==> config.mk <==
export PLATFORM = sky130hd
export DESIGN_NAME = rx_control_se
export DESIGN_NICKNAME = d
export VERILOG_FILES = /design/src/rtl/rx_control_se.sv
export SDC_FILE = /design/constraint.sdc
export NUM_CORES = 1
export LEC_CHECK = 0
export CELL_PAD_IN_SITES_DETAIL_PLACEMENT = 1
export CELL_PAD_IN_SITES_GLOBAL_PLACEMENT = 1
export CORE_UTILIZATION = 40
export DETAILED_ROUTE_END_ITERATION = 10
export GPL_TIMING_DRIVEN = 1
export PLACE_DENSITY = 0.87
export SYNTH_ARGS = -nofsm -noshare
export SYNTH_HDL_FRONTEND = slang
export SYNTH_SLANG_ARGS = --single-unit
==> constraint.sdc <==
create_clock -name clock -period 3.5 [get_ports clock]
set_input_delay 0.35 -clock clock [delete_from_list [all_inputs] [get_ports clock]]
set_output_delay 0.35 -clock clock [all_outputs]
set_load 0.02 [all_outputs]
==> src/rtl/rx_control_se.sv <==
// rx_control_se: assembles two received UART bytes (low byte first) into a
// 16-bit word. A three-state FSM holds the low byte, waits for the high byte,
// then presents the word with a one-cycle data_valid pulse.
// Optional feature macro: RX_CONTROL_TIMEOUT_EN -- when defined, a partial word
// is discarded if the high byte does not arrive within INTER_BYTE_TIMEOUT
// cycles, and rx_timeout pulses for one cycle. Without it the FSM waits
// indefinitely and rx_timeout is tied low.
module rx_control_se #(
  parameter int unsigned INTER_BYTE_TIMEOUT = 2000000
) (
  input  logic        clock,
  input  logic        reset_n,
  input  logic        rx_ready,
  input  logic [7:0]  rx_data,
  output logic [15:0] dataOut16,
  output logic        data_valid,
  output logic        rx_busy,
  output logic        rx_timeout
);

  typedef enum logic [1:0] {
    IDLE        = 2'd0,
    WAIT_BYTE_1 = 2'd1,
    WORD_READY  = 2'd2
  } state_t;

  state_t      state;
  state_t      state_next;
  logic [7:0]  low_byte;
  logic        load_low;
  logic        load_word;
  logic        timeout_hit;

`ifdef RX_CONTROL_TIMEOUT_EN
  logic [31:0] hold_state_timer;

  // The arriving byte wins over the timeout, so rx_ready must be low to expire.
  assign timeout_hit = (state == WAIT_BYTE_1) &&
                       (hold_state_timer >= INTER_BYTE_TIMEOUT) &&
                       !rx_ready;

  // Inter-byte timer: counts cycles spent in WAIT_BYTE_1, zero elsewhere.
  // NOTE: sequential state is always written with non-blocking (<=) so every
  // register samples the pre-edge values of its inputs, regardless of order.
  always_ff @(posedge clock or negedge reset_n) begin
    if (!reset_n) begin
      hold_state_timer <= 32'd0;
    end else if (state == WAIT_BYTE_1) begin
      hold_state_timer <= hold_state_timer + 32'd1;
    end else begin
      hold_state_timer <= 32'd0;
    end
  end

  // Registered one-cycle pulse following the timeout transition.
  always_ff @(posedge clock or negedge reset_n) begin
    if (!reset_n) begin
      rx_timeout <= 1'b0;
    end else begin
      rx_timeout <= timeout_hit;
    end
  end
`else
  assign timeout_hit = 1'b0;
  assign rx_timeout  = 1'b0;
`endif

  // State register.
  always_ff @(posedge clock or negedge reset_n) begin
    if (!reset_n) begin
      state <= IDLE;
    end else begin
      state <= state_next;
    end
  end

  // Next-state and load-enable decode.
  // NOTE: every output of this block gets a default before the case statement,
  // so no path leaves a signal unassigned and no latch is inferred.
  always_comb begin
    state_next = state;
    load_low   = 1'b0;
    load_word  = 1'b0;
    case (state)
      IDLE: begin
        if (rx_ready) begin
          load_low   = 1'b1;
          state_next = WAIT_BYTE_1;
        end
      end
      WAIT_BYTE_1: begin
        if (rx_ready) begin
          load_word  = 1'b1;
          state_next = WORD_READY;
        end else if (timeout_hit) begin
          state_next = IDLE;
        end
      end
      WORD_READY: begin
        // A byte arriving here starts the next word immediately.
        if (rx_ready) begin
          load_low   = 1'b1;
          state_next = WAIT_BYTE_1;
        end else begin
          state_next = IDLE;
        end
      end
      default: begin
        state_next = IDLE;
      end
    endcase
  end

  // Low-byte holding register; cleared when a partial word is discarded.
  always_ff @(posedge clock or negedge reset_n) begin
    if (!reset_n) begin
      low_byte <= 8'h00;
    end else if (load_low) begin
      low_byte <= rx_data;
    end else if (timeout_hit) begin
      low_byte <= 8'h00;
    end
  end

  // Output word: updated only on the WAIT_BYTE_1 -> WORD_READY transition.
  always_ff @(posedge clock or negedge reset_n) begin
    if (!reset_n) begin
      dataOut16 <= 16'h0000;
    end else if (load_word) begin
      dataOut16 <= {rx_data, low_byte};
    end
  end

  // Status outputs decode directly from the registered state, so they clear
  // with the asynchronous reset.
  assign data_valid = (state == WORD_READY);
  assign rx_busy    = (state == WAIT_BYTE_1);

endmodule

==> impl_metrics.json <==
{
  "grt_pass1_vias": 607,
  "ys_ff_latch": 26,
  "worst_setup_path_end_kind": "primary output",
  "fin_skew_ns": 0.00489,
  "grt_pass1_wl_um": 3080,
  "drv_cap": 0,
  "hp-class": "reg2reg",
  "die-area_um2": 2800,
  "period_minus_slack_ns": 1.98,
  "h-tree-depth": 1,
  "synth_top_family_by_area": "multiplexers",
  "grt_max_degree": 27,
  "dp_hpwl_um": 1340,
  "routed_wirelength_um": 1860,
  "ys_warn_count": 0,
  "internal_power_uw": 710,
  "synth_xor_area_frac": 0,
  "cp_num_buf_inv": 2,
  "wl_per_cell_um": 15.6,
  "drt_pass1_iterations": 2,
  "netlist_area_um2": 1040,
  "critPathMaxStageDelay_ns": 0.59,
  "cp_cell_sequence": "or2b_1 > inv_1 > clkdlybuf4s50_1",
  "drive_above_1_share": 0.315,
  "start_util": 0.423,
  "p_comb_frac": 0.441,
  "hold_depth": 1,
  "r2r_cells": 2,
  "power_density_nw_per_um2": 772,
  "post_cts.repair.setup_buffers": 0,
  "p_switching_uw": 334,
  "diodes": 0,
  "drv_slew": 0,
  "clockRootBuffer": "clkbuf_4",
  "grt.total_usage": 0.159,
  "setup_tns_ns": 0,
  "holdPathEnd": "dataOut16[6]",
  "path_delay_family": "buffers and inverters",
  "rsz0062_at_grt": "no",
  "port_buffers": 28,
  "ant_nets": 0,
  "syn_avg_cell_area_um2": 17.0,
  "critical_path_required_ns": 3.15,
  "vias_per_cell": 4.92,
  "cts.repair.resized": 0,
  "design_area_um2": 1350,
  "reg2reg_to": "low_byte[2]",
  "synth_compound_area_frac": 0.00482,
  "antenna_found_initial": 0,
  "syn-instance-count": 61,
  "die_x_um": 53.0,
  "placement.cell_area_um2": 1330,
  "crit_slowest_cell": "clkdlybuf4s50_1",
  "power_frac_clock": 0.110,
  "route.detailed.drc": 0,
  "clk_latency_ns": 0.30,
  "slew_headroom": 0.255,
  "design_power_total_mw": 1.04,
  "critPathKind": "reg2out",
  "start_kind": "flop",
  "core-area_um2": 2450,
  "vias": 585,
  "fmax_mhz": 506,
  "p_seq_frac": 0.449,
  "hold_start": "low_byte[6]",
  "cts_hold_buf": 0,
  "vdd_drop_max_mv": 0.371,
  "cts_max_path_buffers": 2,
  "syn_nets": 72,
  "synth_seq_area_share": 0.627,
  "worst_pin_slew_ns": 1.11,
  "leakage_nw": 0.623,
  "cts_num_sinks": 26,
  "regArea_um2": 651,
  "fp-row-count": 18,
  "areaGrowthSynthToFinish_pct": 30.2,
  "outcome": "finished, final reports clean",
  "first_iter_violations": 2,
  "arrival_ns": 1.63,
  "finalHoldViolCount": 0,
  "path_clk_slew_ns": 0.12,
  "multiInputGateArea_um2": 354,
  "synthMuxAreaShare": 0.293,
  "gp_congestion": 0.620,
  "r2r-start": "state[0]",
  "cts_tree": "built",
  "reg2reg_setup_slack_ns": 2.16,
  "fp.dieH_um": 53.0,
  "gr-total-overflow": 0,
  "yosys.area_share.simple": 0.0398,
  "synth_fa_ha_area_frac": 0,
  "ioPinCount": 30,
  "numCtsBuffers": 3,
  "num-nets-final": 102,
  "fillCellCount": 246,
  "swShare": 0.320,
  "finalSetupViolations": 0,
  "period_share": 0.565,
  "synth_cell_types": 12,
  "cp_max_fo": 4
}
layout by cell type (no fill, tap or decap):
| cell type | n |
|---|---|
| clkdlybuf4s50_1 | 28 |
| dfrtp_1 | 26 |
| mux2_2 | 15 |
| mux2_4 | 9 |
| clkbuf_4 | 3 |
| inv_1 | 2 |
| and2b_1 | 1 |
| or2b_1 | 1 |
| nand3b_4 | 1 |
| nand2b_1 | 1 |
| o21ai_0 | 1 |
| conb_1 | 1 |
worst max path at each step:
stage | from | end | slack, ns | cells past startpoint
6_report | state[0] | rx_busy | 1.52 | 3
5_1_grt | state[0] | rx_busy | 1.45 | 3
4_1_cts | state[0] | rx_busy | 1.51 | 3
3_5_place_dp | reset_n | dataOut16[13] | 1.76 | 1
3_3_place_gp | reset_n | dataOut16[6] | 1.81 | 1
2_1_floorplan | state[1] | dataOut16[10] | 2.36 | 3
power by group through the flow:
stage | Clock, mW | Combinational (mW) | Sequential, mW
2_1_floorplan | 0 | 0.155 | 0.563
3_3_place_gp | 0 | 0.452 | 0.467
3_5_place_dp | 0 | 0.464 | 0.476
4_1_cts | 0.122 | 0.467 | 0.472
5_1_grt | 0.134 | 0.489 | 0.486
6_report | 0.115 | 0.460 | 0.469
flip-flops by register name, indices dropped and copies added (netlist names):
signal and flops:
state 2, dataOut16 16, low_byte 8
kinds of logic after synthesis:
group	Yosys count
multiplexers	24
flip-flops	26
buffers and inverters	5
AND/OR/NAND/NOR	4
other	1
AO/OA/AOI/OAI	1
routing by layer:
| layer | up-vias | track usage | routed length (um) |
|---|---|---|---|
| met1 | 301 | 0.218 | 836 |
| met5 | - | 0 | 0 |
| met3 | 2 | 0.0230 | 74 |
| met4 | 0 | 0.0789 | 26 |
| li1 | 263 | - | - |
| met2 | 19 | 0.245 | 924 |
per-stage QoR:
stage                     cells   util  setup WS (ns)  hold slack, ns
final                       119  0.551           1.52           0.523
after CTS                   119  0.551           1.51           0.528
after detailed placement    116  0.542           1.76           0.498
after global placement      116  0.542           1.81           0.485
after global routing        119  0.551           1.45           0.550
after floorplan              61      -           2.36          0.0544
cell usage after synthesis:
cell	count	area share
dfrtp_1	26	0.63
inv_1	2	0.0072
or2b_1	1	0.0072
o21ai_0	1	0.0048
and2b_1	1	0.0072
nand2b_1	1	0.0060
mux2_2	15	0.16
buf_4	2	0.014
conb_1	1	0.0036
mux2_4	9	0.13
buf_6	1	0.011
nand3b_4	1	0.019
cell type report:
class / count / area share
Timing Repair Buffer: 28 / 0.207
Tap cell: 30 / 0.0278
Multi-Input combinational cell: 30 / 0.262
Clock buffer: 3 / 0.0167
Sequential cell: 26 / 0.481
Inverter: 2 / 0.00555
Power figures use the tool's default switching activity.
